### src/rtl/alu_ctrl.sv
// Command sequencer for the 16-bit accumulator ALU: expands one decoded command
// into the ALU strobe sequence and returns accumulator/flag readback.
module alu_ctrl #(
  parameter bit         CLEAR_ON_RESET = 1'b1,
  parameter logic [4:0] NOP_CODE       = 5'b00000
) (
  input  logic        clk,
  input  logic        rst_n,
  input  logic        cmd_valid,
  output logic        cmd_ready,
  input  logic [2:0]  cmd_kind,
  input  logic [4:0]  cmd_aluop,
  input  logic [15:0] cmd_data,
  output logic        rsp_valid,
  input  logic        rsp_ready,
  output logic [15:0] rsp_data,
  output logic        rsp_flag,
  output logic [4:0]  alu_opcode,
  output logic [15:0] alu_operand,
  output logic        alu_read,
  output logic        alu_write,
  output logic        alu_writeu,
  input  logic [15:0] alu_accout,
  input  logic        alu_flag
);

  typedef enum logic [2:0] {
    K_NOP, K_LD, K_LDU, K_LDW, K_EXEC, K_READ, K_EXRD, K_FLAG
  } kind_t;

  typedef enum logic [2:0] {
    S_IDLE, S_INIT, S_LDLO, S_LDHI, S_EXEC, S_READ, S_RESP
  } state_t;

  state_t      state, state_nxt;
  logic        started;
  kind_t       kind_q;
  logic [4:0]  aluop_q;
  logic [15:0] data_q;
  logic        accept;

  // started stays low for the first cycle after reset release so the
  // optional clear can be issued before any command is taken.
  assign cmd_ready = (state == S_IDLE) && started;
  assign accept    = cmd_valid && cmd_ready;
  assign rsp_valid = (state == S_RESP);

  // NOTE: sequential state uses non-blocking assignments so every register
  // samples pre-edge values regardless of process ordering.
  always_ff @(posedge clk or negedge rst_n) begin
    if (!rst_n) begin
      state   <= S_IDLE;
      started <= 1'b0;
    end else begin
      state   <= state_nxt;
      started <= 1'b1;
    end
  end

  always_ff @(posedge clk or negedge rst_n) begin
    if (!rst_n) begin
      kind_q  <= K_NOP;
      aluop_q <= '0;
      data_q  <= '0;
    end else if (accept) begin
      kind_q  <= kind_t'(cmd_kind);
      aluop_q <= cmd_aluop;
      data_q  <= cmd_data;
    end
  end

  always_ff @(posedge clk or negedge rst_n) begin
    if (!rst_n) begin
      rsp_data <= '0;
      rsp_flag <= 1'b0;
    end else if (state == S_READ) begin
      rsp_data <= (kind_q == K_FLAG) ? 16'h0000 : alu_accout;
      rsp_flag <= alu_flag;
    end
  end

  // NOTE: every combinational output gets a default before the case so no
  // path leaves it unassigned and no latch is inferred.
  always_comb begin
    state_nxt = state;
    unique case (state)
      S_IDLE: begin
        if (!started) begin
          state_nxt = CLEAR_ON_RESET ? S_INIT : S_IDLE;
        end else if (accept) begin
          unique case (kind_t'(cmd_kind))
            K_NOP:          state_nxt = S_IDLE;
            K_LD, K_LDW:    state_nxt = S_LDLO;
            K_LDU:          state_nxt = S_LDHI;
            K_EXEC, K_EXRD: state_nxt = S_EXEC;
            K_READ, K_FLAG: state_nxt = S_READ;
            default:        state_nxt = S_IDLE;
          endcase
        end
      end
      S_INIT:  state_nxt = S_IDLE;
      S_LDLO:  state_nxt = (kind_q == K_LDW) ? S_LDHI : S_IDLE;
      S_LDHI:  state_nxt = S_IDLE;
      S_EXEC:  state_nxt = (kind_q == K_EXRD) ? S_READ : S_IDLE;
      S_READ:  state_nxt = S_RESP;
      S_RESP:  state_nxt = rsp_ready ? S_IDLE : S_RESP;
      default: state_nxt = S_IDLE;
    endcase
  end

  // ALU pins decode only state and the latched command, never live inputs.
  always_comb begin
    alu_opcode  = NOP_CODE;
    alu_operand = 16'h0000;
    alu_read    = 1'b0;
    alu_write   = 1'b0;
    alu_writeu  = 1'b0;
    unique case (state)
      S_INIT: alu_write = 1'b1;
      S_LDLO: begin
        alu_write   = 1'b1;
        alu_operand = (kind_q == K_LDW) ? {4'h0, data_q[11:0]} : data_q;
      end
      S_LDHI: begin
        alu_writeu  = 1'b1;
        alu_operand = {12'h000, data_q[15:12]};
      end
      S_EXEC: begin
        alu_opcode  = aluop_q;
        alu_operand = data_q;
      end
      S_READ:  alu_read = (kind_q != K_FLAG);
      default: ;
    endcase
  end

endmodule

### config.mk
export PLATFORM = sky130hd
export DESIGN_NAME = alu_ctrl
export DESIGN_NICKNAME = d
export VERILOG_FILES = /design/src/rtl/alu_ctrl.sv
export SDC_FILE = /design/constraint.sdc
export NUM_CORES = 1
export LEC_CHECK = 0
export BUFFER_PORTS_ARGS = -buffer_cell sky130_fd_sc_hd__buf_4
export CORE_ASPECT_RATIO = 1.2
export CORE_MARGIN = 2
export CORE_UTILIZATION = 45
export CTS_CLUSTER_SIZE = 30
export DETAILED_ROUTE_END_ITERATION = 10
export HOLD_SLACK_MARGIN = 0.15
export PLACE_DENSITY = 0.76
export SYNTH_ARGS = -nofsm -noshare
export SYNTH_HDL_FRONTEND = slang
export SYNTH_SLANG_ARGS = --single-unit
export TNS_END_PERCENT = 50
### constraint.sdc
create_clock -name clk -period 3 [get_ports clk]
set_input_delay 0.6 -clock clk [delete_from_list [all_inputs] [get_ports clk]]
set_output_delay 0.6 -clock clk [all_outputs]
set_load 0.02 [all_outputs]
# ---- Word level (Yosys, flattened, before mapping)
# Memories as Yosys holds them, arrays and structs flattened.
# Index checks and enable logic that the tools add are counted.
dict set report totals {
  elab_cells 36
  ff_bits 45
  input_bits 45
  mem_bits_ro 24
  out_inout_bits 43
  mem_count 1
}
dict set report op_classes {
  n_mux 13
  eq_ne 11
  n_reduce_logical 4
}
# memory words word_bits rd rd_ports_with_merged_regs write_ports line_no
set memory_table {}
lappend memory_table {{(name not given)} 8 3 1 0 0 91} ;# unique case (kind_t'(cmd_kind))
# operator n
set op_table {}
lappend op_table {{16-bit one-hot mux with 3 select lines} 1}
lappend op_table {{16-bit 2-to-1 mux} 2}
lappend op_table {{3-bit == test, second input constant} 5}
lappend op_table {{3-bit one-hot mux with 5 select lines} 1}
lappend op_table {{3-bit 2-to-1 mux} 4}
lappend op_table {{3-bit by 2-bit == test with 1-bit output, second input constant} 3}
lappend op_table {{3-bit inequality test, second input constant} 2}
lappend op_table {{5-bit 2-to-1 mux} 1}
lappend op_table {{3-bit by 1-bit == test with 1-bit output, second input constant} 1}
lappend op_table {{3-bit zero test} 1}
lappend op_table {{1-bit 2-to-1 mux} 3}
lappend op_table {{1-bit logical AND} 2}
lappend op_table {{2-bit 2-to-1 mux} 1}
lappend op_table {{2-bit OR reduction} 1}

# ---- Depth between registers and ports, before layout
# Gate-level depths: netlist of the first run.
dict set report depth {
  word_depth 6
  ltp_mapped 5
  mapped_depth_nobuf 3
}

# ---- Worst setup path after synthesis of the first run
# Ideal clock, no wire load.
dict set report synth_path {
  path_type {register to output}
  start {reg state[1]}
  end {out alu_operand[0]}
  path_stages_with_launch 6
  path_buffers 2
  arrival_time_ps 1396
  required_time_ps 2400
  setup_slack_ps 1004
  cell_sequence {dfrtp_1 -> buf_6 -> nor2b_1 -> and2_1 -> clkbuf_1 -> a22o_1}
}
dict set report synth_between {
  elab_chain_cells 2
  elab_cells_between_ends 4
  cone_classes {eq/ne: 3; mux: 1}
}
# element line_no
set synth_lines {}
lappend synth_lines {{from (decl)} 35} ;# state_t state, state_nxt;
lappend synth_lines {{from (signal assigned)} 55} ;# state <= state_nxt;
lappend synth_lines {{3-bit == test / 3-bit by 2-bit == test with 1-bit output (equally long branches)} 118} ;# unique case (state)
lappend synth_lines {{16-bit one-hot mux with 3 select lines *} 118}
lappend synth_lines {{to (decl)} 19} ;# output logic [15:0] alu_operand,
# Every way passes the cells marked *; elsewhere a longest branch is shown, timed or not.

# ---- Final worst setup path of the first run
dict set report layout_path {
  start {reg state[2]}
  end {out alu_operand[0]}
}
# Same word-level chain as after synthesis.

==> qor.txt, run 1 <==
outcome: complete, no violations
Net Sw Power: 0.9804 mW
Max Slew Vio Count: 0
FF-to-FF path depth: 4
Critical Path End: alu_operand[0]
CP delay by family, top: flip-flops
largest net degree at the start of global routing: 46
Worst slew margin: 64.13%
setup_tns: 0 ns
Layout Skew: 0.003774 ns
die span in x: 66.06 µm
routability cong.: 0.8011
critical-path cell list: nor2b_1 > o21a_1 > a22o_1 > buf_4
Mean Syn Cell Area: 13.96 µm²
post_cts resized: 0
drt pass-1 iters: 4
worst slew pin tran: 0.5380 ns
first-pass GRT wire length: 7458 µm
chip height: 78.47 µm
root buf cell: clkbuf_8
internal power: 1.832 mW
dpl cells: 286
combinational fraction of design power: 44.2%
CP bufs+invs: 1
Synth Register Bits: 45
share of the synthesized area in the top cell type: 54.15%
setup repair after global routing missed its margin: no
vias in the first global route: 1598
post-route minimum period: 2.529 ns
top area cells in the synthesized netlist: dfrtp_1, mux2_4, a22o_1, and2_1, mux2_2
via count: 1516
Synth area leader: dfrtp_1
crit path DAT: 1.93 ns
share of layout cells above drive strength 1: 53.39%
Worst Path Class, Setup: reg2out
FF-to-FF End: rsp_data[12]
PortBufs: 87
most numerous cell in the Yosys netlist: dfrtp_1
clock share of power: 16.8%
sequential area share after synthesis: 54.15%
CP Max Fanout: 15
max frequency: 395.4 MHz
antenna violations before repair: 0
Yosys warning count: 0
worst endpoint required time: 2.40 ns
peak supply drop: 458.3 µV
asr flop ratio synth: 100.0%
TritonCTS clock tree: built
CP Launch Type: flop
max-cap violation count: 0
design area: 2872 µm²
dpl cell area: 2751 µm²
H-tree depth: 2
Total GRT Usage: 18.84%
Switching Fraction: 34.86%
synthesized cell area: 2079 µm²
worst r2r src: state[2]
latest clock arrival within the worst-skew pair: 0.29 ns
Power Dens Cells: 979.5 nW/µm²
Yosys cell types: 32
CP max stage cell: dfrtp_1
R2R setup slack: 1.12 ns
Avg WL per Cell: 15.45 µm
cell row count: 27
Hold Buf Count CTS: 0
# IOs: 88
final setup violation count: 0
clock sinks: 45
Final Hold Viols: 0
Via density: 5.156
drt total wl: 4543 µm
core area: 4527 µm²
Worst-path clk slew: 0.08 ns
GRT overflow: 0
# DRC: 0
setup bufs post-CTS: 0
CP endpoint kind: primary output
Gate Count Post-Synth: 149
nets: 280
final std cells w/o fill: 294
ant diodes: 0
static leakage: 1.475 nW
ys flop type: dfrtp_1
Crit path depth: 4
clk buf depth: 2
hpwl dp: 3325 µm
Starting DRT DRC Count: 41
top cells by count, synth: dfrtp_1, a22o_1, mux2_4
Crit path largest cell delay: 0.61 ns
Post-synth EDFFs: 0
Final Power: 2.813 mW
die area: 5183 µm²
Routed Antenna Nets: 0
post-place setup slack: 0.7848 ns
Sequential Power Share: 39.0%
worst setup margin: 0.4707 ns
Area Overhead vs Synth: 38.09%
Starting Density: 45.94%
final critical-path share of the clock period: 84.31%
Setup crit start: state[2]
CTS Buf Count: 5
min-delay worst type: in2async
Syn Nets: 194
## layout by cell type (no fill, tap or decap), types with 2 or more instances in the layout
cell      count
a21oi_1       4
a22o_1       20
mux2_4       20
nor2_1        2
nand3b_1      2
and2_1        9
inv_1         4
nor2b_1       2
nor3b_1       5
dfrtp_1      45
clkbuf_8      6
buf_4        88
mux2_2        5
and3_1        6
## cell families after synthesis
family	count (synthesis)	share of synthesized area (%)
xor gates and xnor gates	1	0.4213
DFF	45	54.15
other	1	0.1803
and+or+nand+nor	32	11.55
buffers and inverters	13	3.670
muxes	25	17.15
AOI/OAI and AO/OA	32	12.88
## flip-flops by register name (all words and copies together), names as in the netlist
name and count:
data_q 16, rsp_data 16, aluop_q 5, kind_q 3, state 3, rsp_flag 1, started 1
## cell type report
cell class	instances	area, µm²
clock buffers	6	82.58
flip-flops and latches	45	1126
clock inverters	2	37.54
fillers	387	1655
well taps	58	72.57
repair buffers	88	660.6
inverters	4	15.01
multi-input cells	91	877.1
## worst min path at each step
stage	startpoint	endpoint	slack, ns	depth (start not counted)
finish	rst_n	rsp_flag	0.29	1
global route	rst_n	rsp_data[2]	0.32	1
CTS	rst_n	aluop_q[2]	0.30	1
detailed placement	data_q[4]	data_q[4]	0.49	1
global placement	data_q[8]	data_q[8]	0.48	1
floorplan	rst_n	aluop_q[0]	0.30	0
## stage by stage
step,utilization [%],hold slack [ns]
floorplan,-,0.3044
global placement,60.78,0.4849
detailed placement,60.78,0.4891
CTS,63.43,0.3031
global route,63.43,0.3174
finish,63.43,0.2890
## layer usage
| metal | vias up | share of wire [%] | GRT usage (%) |
|---|---|---|---|
| met5 | - | 0 | 0 |
| met4 | 0 | 1.7 | 7.347 |
| met3 | 8 | 9.4 | 6.017 |
| met2 | 72 | 47 | 30.10 |
| met1 | 723 | 42 | 23.62 |
| li1 | 713 | - | - |
## power groups by stage
stage | logic [mW] | registers [mW] | clock network, mW
2_1_floorplan | 0.751 | 1.15 | 0
3_3_place_gp | 1.23 | 1.10 | 0
3_5_place_dp | 1.25 | 1.11 | 0
4_1_cts | 1.26 | 1.10 | 0.490
5_1_grt | 1.34 | 1.13 | 0.521
6_report | 1.24 | 1.10 | 0.473
Power figures use the tool's default switching activity.
==> run 2, diff against run 1 <==
--- a/config.mk
+++ b/config.mk
@@ -5,6 +5,7 @@
 export SDC_FILE = /design/constraint.sdc
 export NUM_CORES = 1
 export LEC_CHECK = 0
+export ABC_AREA = 1
 export BUFFER_PORTS_ARGS = -buffer_cell sky130_fd_sc_hd__buf_4
 export CORE_ASPECT_RATIO = 1.2
 export CORE_MARGIN = 2
==> constraint.sdc (replaced) <==
create_clock -name clk -period 2.5 [get_ports clk]
set_input_delay 0.5 -clock clk [delete_from_list [all_inputs] [get_ports clk]]
set_output_delay 0.5 -clock clk [all_outputs]
set_load 0.02 [all_outputs]
==> run 2 against run 1 <==
Against the previous run: hold slack lost 0.096 ns; count of clock-buffer cells in the layout unchanged; final area fell by 1.6%; critical path depth increased by 2; utilization shrank 1.0 points.
==> qor.txt, run 2 <==
Post-synth EDFFs: 0 (unchanged)
Synth Register Bits: 45 (unchanged)
clk buf depth: 2 (unchanged)
CP endpoint kind: primary output (unchanged)
FF-to-FF path depth: 6 (was 4)
setup repair after global routing missed its margin: no (unchanged)
post_cts resized: 0 (unchanged)
largest net degree at the start of global routing: 46 (unchanged)
clock share of power: 12.5% (was 16.8%)
Worst Path Class, Setup: reg2out (unchanged)
drt pass-1 iters: 4 (unchanged)
Sequential Power Share: 37.3% (was 39.0%)
die span in x: 66.04 µm (was 66.06 µm)
outcome: complete, no violations (unchanged)
CP Max Fanout: 12 (was 15)
CP Launch Type: flop (unchanged)
drt total wl: 4646 µm (was 4543 µm)
Syn Nets: 299 (was 194)
share of the synthesized area in the top cell type: 54.18% (was 54.15%)
die area: 5180 µm² (was 5183 µm²)
Yosys warning count: 0 (unchanged)
Worst-path clk slew: 0.08 ns (about the same)
first-pass GRT wire length: 7810 µm (was 7458 µm)
antenna violations before repair: 0 (unchanged)
routability cong.: 0.8236 (was 0.8011)
commonest non-fill, non-tap cells in the layout: nand2_1, buf_4, dfrtp_1, inv_1, nor2_1 (was buf_4, dfrtp_1, a22o_1, mux2_4, and2_1)
Area Overhead vs Synth: 36.00% (was 38.09%)
most common cell after layout, fill and taps aside: nand2_1 (was buf_4)
Mean Syn Cell Area: 8.182 µm² (was 13.96 µm²)
Total GRT Usage: 19.74% (was 18.84%)
via count: 1849 (was 1516)
Critical Path End: alu_operand[2] (was alu_operand[0])
PortBufs: 87 (unchanged)
worst slew pin tran: 0.5572 ns (was 0.5380 ns)
Final Hold Viols: 0 (unchanged)
setup_tns: 0 ns (unchanged)
clock sinks: 45 (unchanged)
# DRC: 0 (unchanged)
TritonCTS clock tree: built (unchanged)
Via density: 4.623 (was 5.156)
most numerous cell in the Yosys netlist: nand2_1 (was dfrtp_1)
Power Dens Cells: 1189 nW/µm² (was 979.5 nW/µm²)
worst r2r src: state[1] (was state[2])
vias in the first global route: 1769 (was 1598)
Setup crit start: state[1] (was state[2])
dpl cells: 392 (was 286)
synthesized cell area: 2078 µm² (was 2079 µm²)
ys flop type: dfrtp_1 (unchanged)
Gate Count Post-Synth: 254 (was 149)
FF-to-FF End: aluop_q[2] (was rsp_data[12])
static leakage: 1.544 nW (was 1.475 nW)
combinational fraction of design power: 50.3% (was 44.2%)
root buf cell: clkbuf_8 (unchanged)
share of layout cells above drive strength 1: 32.16% (was 53.39%)
Synth area leader: dfrtp_1 (unchanged)
max frequency: 432.8 MHz
latest clock arrival within the worst-skew pair: 0.29 ns (about the same)
peak supply drop: 544.3 µV (was 458.3 µV)
final setup violation count: 0 (unchanged)
top area cells in the synthesized netlist: dfrtp_1, nand2_1, inv_1, nor2_1, o21ai_2 (was dfrtp_1, mux2_4, a22o_1, and2_1, mux2_2)
Switching Fraction: 42.33% (was 34.86%)
ant diodes: 0 (unchanged)
setup bufs post-CTS: 0 (unchanged)
final std cells w/o fill: 400 (was 294)
Starting DRT DRC Count: 112 (was 41)
asr flop ratio synth: 100.0% (unchanged)
Yosys cell types: 24 (was 32)
crit path DAT: 1.81 ns (was 1.93 ns)
top cells by count, synth: nand2_1, dfrtp_1, inv_1 (was dfrtp_1, a22o_1, mux2_4)
Routed Antenna Nets: 0 (unchanged)
R2R setup slack: 0.83 ns (was 1.12 ns)
Post-Route Utilization: 62.44% (was 63.43%)
Layout Skew: 0.004596 ns (was 0.003774 ns)
Starting Density: 45.91% (was 45.94%)
core area: 4527 µm² (unchanged)
min-delay worst type: in2async (unchanged)
cell row count: 27 (unchanged)
Max Slew Vio Count: 0 (unchanged)
H-tree depth: 2 (unchanged)
post-route minimum period: 2.310 ns
chip height: 78.45 µm (was 78.47 µm)
sequential area share after synthesis: 54.18% (was 54.15%)
Avg WL per Cell: 11.62 µm (was 15.45 µm)
Hold Buf Count CTS: 0 (unchanged)
GRT overflow: 0 (unchanged)
Worst slew margin: 62.85% (was 64.13%)
max-cap violation count: 0 (unchanged)
CTS Buf Count: 5 (unchanged)
worst endpoint required time: 2.00 ns (was 2.40 ns)
final critical-path share of the clock period: 92.41%
internal power: 1.938 mW (was 1.832 mW)
top flop regs: data_q: 16 flops, rsp_data: 16 flops, aluop_q: 5 flops (unchanged)
Net Sw Power: 1.423 mW (was 0.9804 mW)
hpwl dp: 3481 µm (was 3325 µm)
nets: 386 (was 280)
# IOs: 88 (unchanged)
[run 2: changes by cell type after synthesis, moves of 5 or more]
cell,before,now
nor2_1,2,30
inv_1,4,31
a22o_1,20,0
and2_1,9,0
nor3b_1,5,0
o21ai_1,0,6
and3_1,6,0
mux2_4,20,0
o21ai_0,1,12
nand2_1,0,91
nand3_1,0,6
o21ai_2,0,8
mux2_2,5,0
[run 2: area by class of cell]
cell class | instances | area (µm²)
timing repair buffer | 89 | 680.7
inverter | 34 | 130.1
clock buffer | 6 | 72.57
sequential | 45 | 1126
multi-input combinational | 166 | 734.5
clock inverter | 2 | 10.01
tap | 58 | 72.57
fill | 445 | 1700
[run 2: worst min-delay path by stage]
| stage | startpoint | endpoint | slack, ns | depth (start not counted) |
|---|---|---|---|---|
| global placement | rsp_flag | rsp_flag | 0.46 | 2 |
| finish | rst_n | data_q[6] | 0.19 | 1 |
| floorplan | rst_n | aluop_q[0] | 0.20 | 0 |
| CTS | rst_n | data_q[6] | 0.21 | 1 |
| detailed placement | rsp_data[13] | rsp_data[13] | 0.47 | 2 |
| global route | rst_n | data_q[6] | 0.24 | 1 |
[run 2: critical path, stage by stage, from the launching register on]
cell,delay (ns)
dfrtp_1,0.50
nor2_4,0.07
nand2_1,0.23
nand2_1,0.11
inv_1,0.32
o22ai_1,0.13
buf_4,0.18
[run 2: kinds of logic after synthesis]
kind of cell | count (synthesis) | share of synthesized area (%)
AND/OR/NAND/NOR | 133 | 25.41
flip-flops | 45 | 54.18
buffers and inverters | 43 | 10.72
AO/OA/AOI/OAI | 32 | 9.512
other | 1 | 0.1804
[run 2: per-stage QoR]
step                      hold WS (ns)  total power [mW]  setup WS [ns]  area [µm²]
final                           0.1927             3.361         0.1897        2826
after global routing            0.2388             3.646        0.02559        2826
after detailed placement        0.4707             2.972         0.5070        2744
after floorplan                 0.2044             2.336         0.6277        2078
after CTS                       0.2108             3.405         0.1651        2826
after global placement          0.4638             2.922         0.6090        2744
[run 2: routing by layer]
layer / track usage, % / share of wire, %
met5: 0 / 0
met4: 9.388 / 2.5
met3: 4.155 / 6.6
met2: 31.52 / 48
met1: 25.45 / 43
[run 2: power groups by stage]
stage,combinational [mW],sequential (mW),clock (mW)
floorplan,0.927,1.41,0
global placement,1.67,1.25,0
detailed placement,1.71,1.26,0
CTS,1.71,1.25,0.440
global route,1.89,1.29,0.463
finish,1.69,1.25,0.420
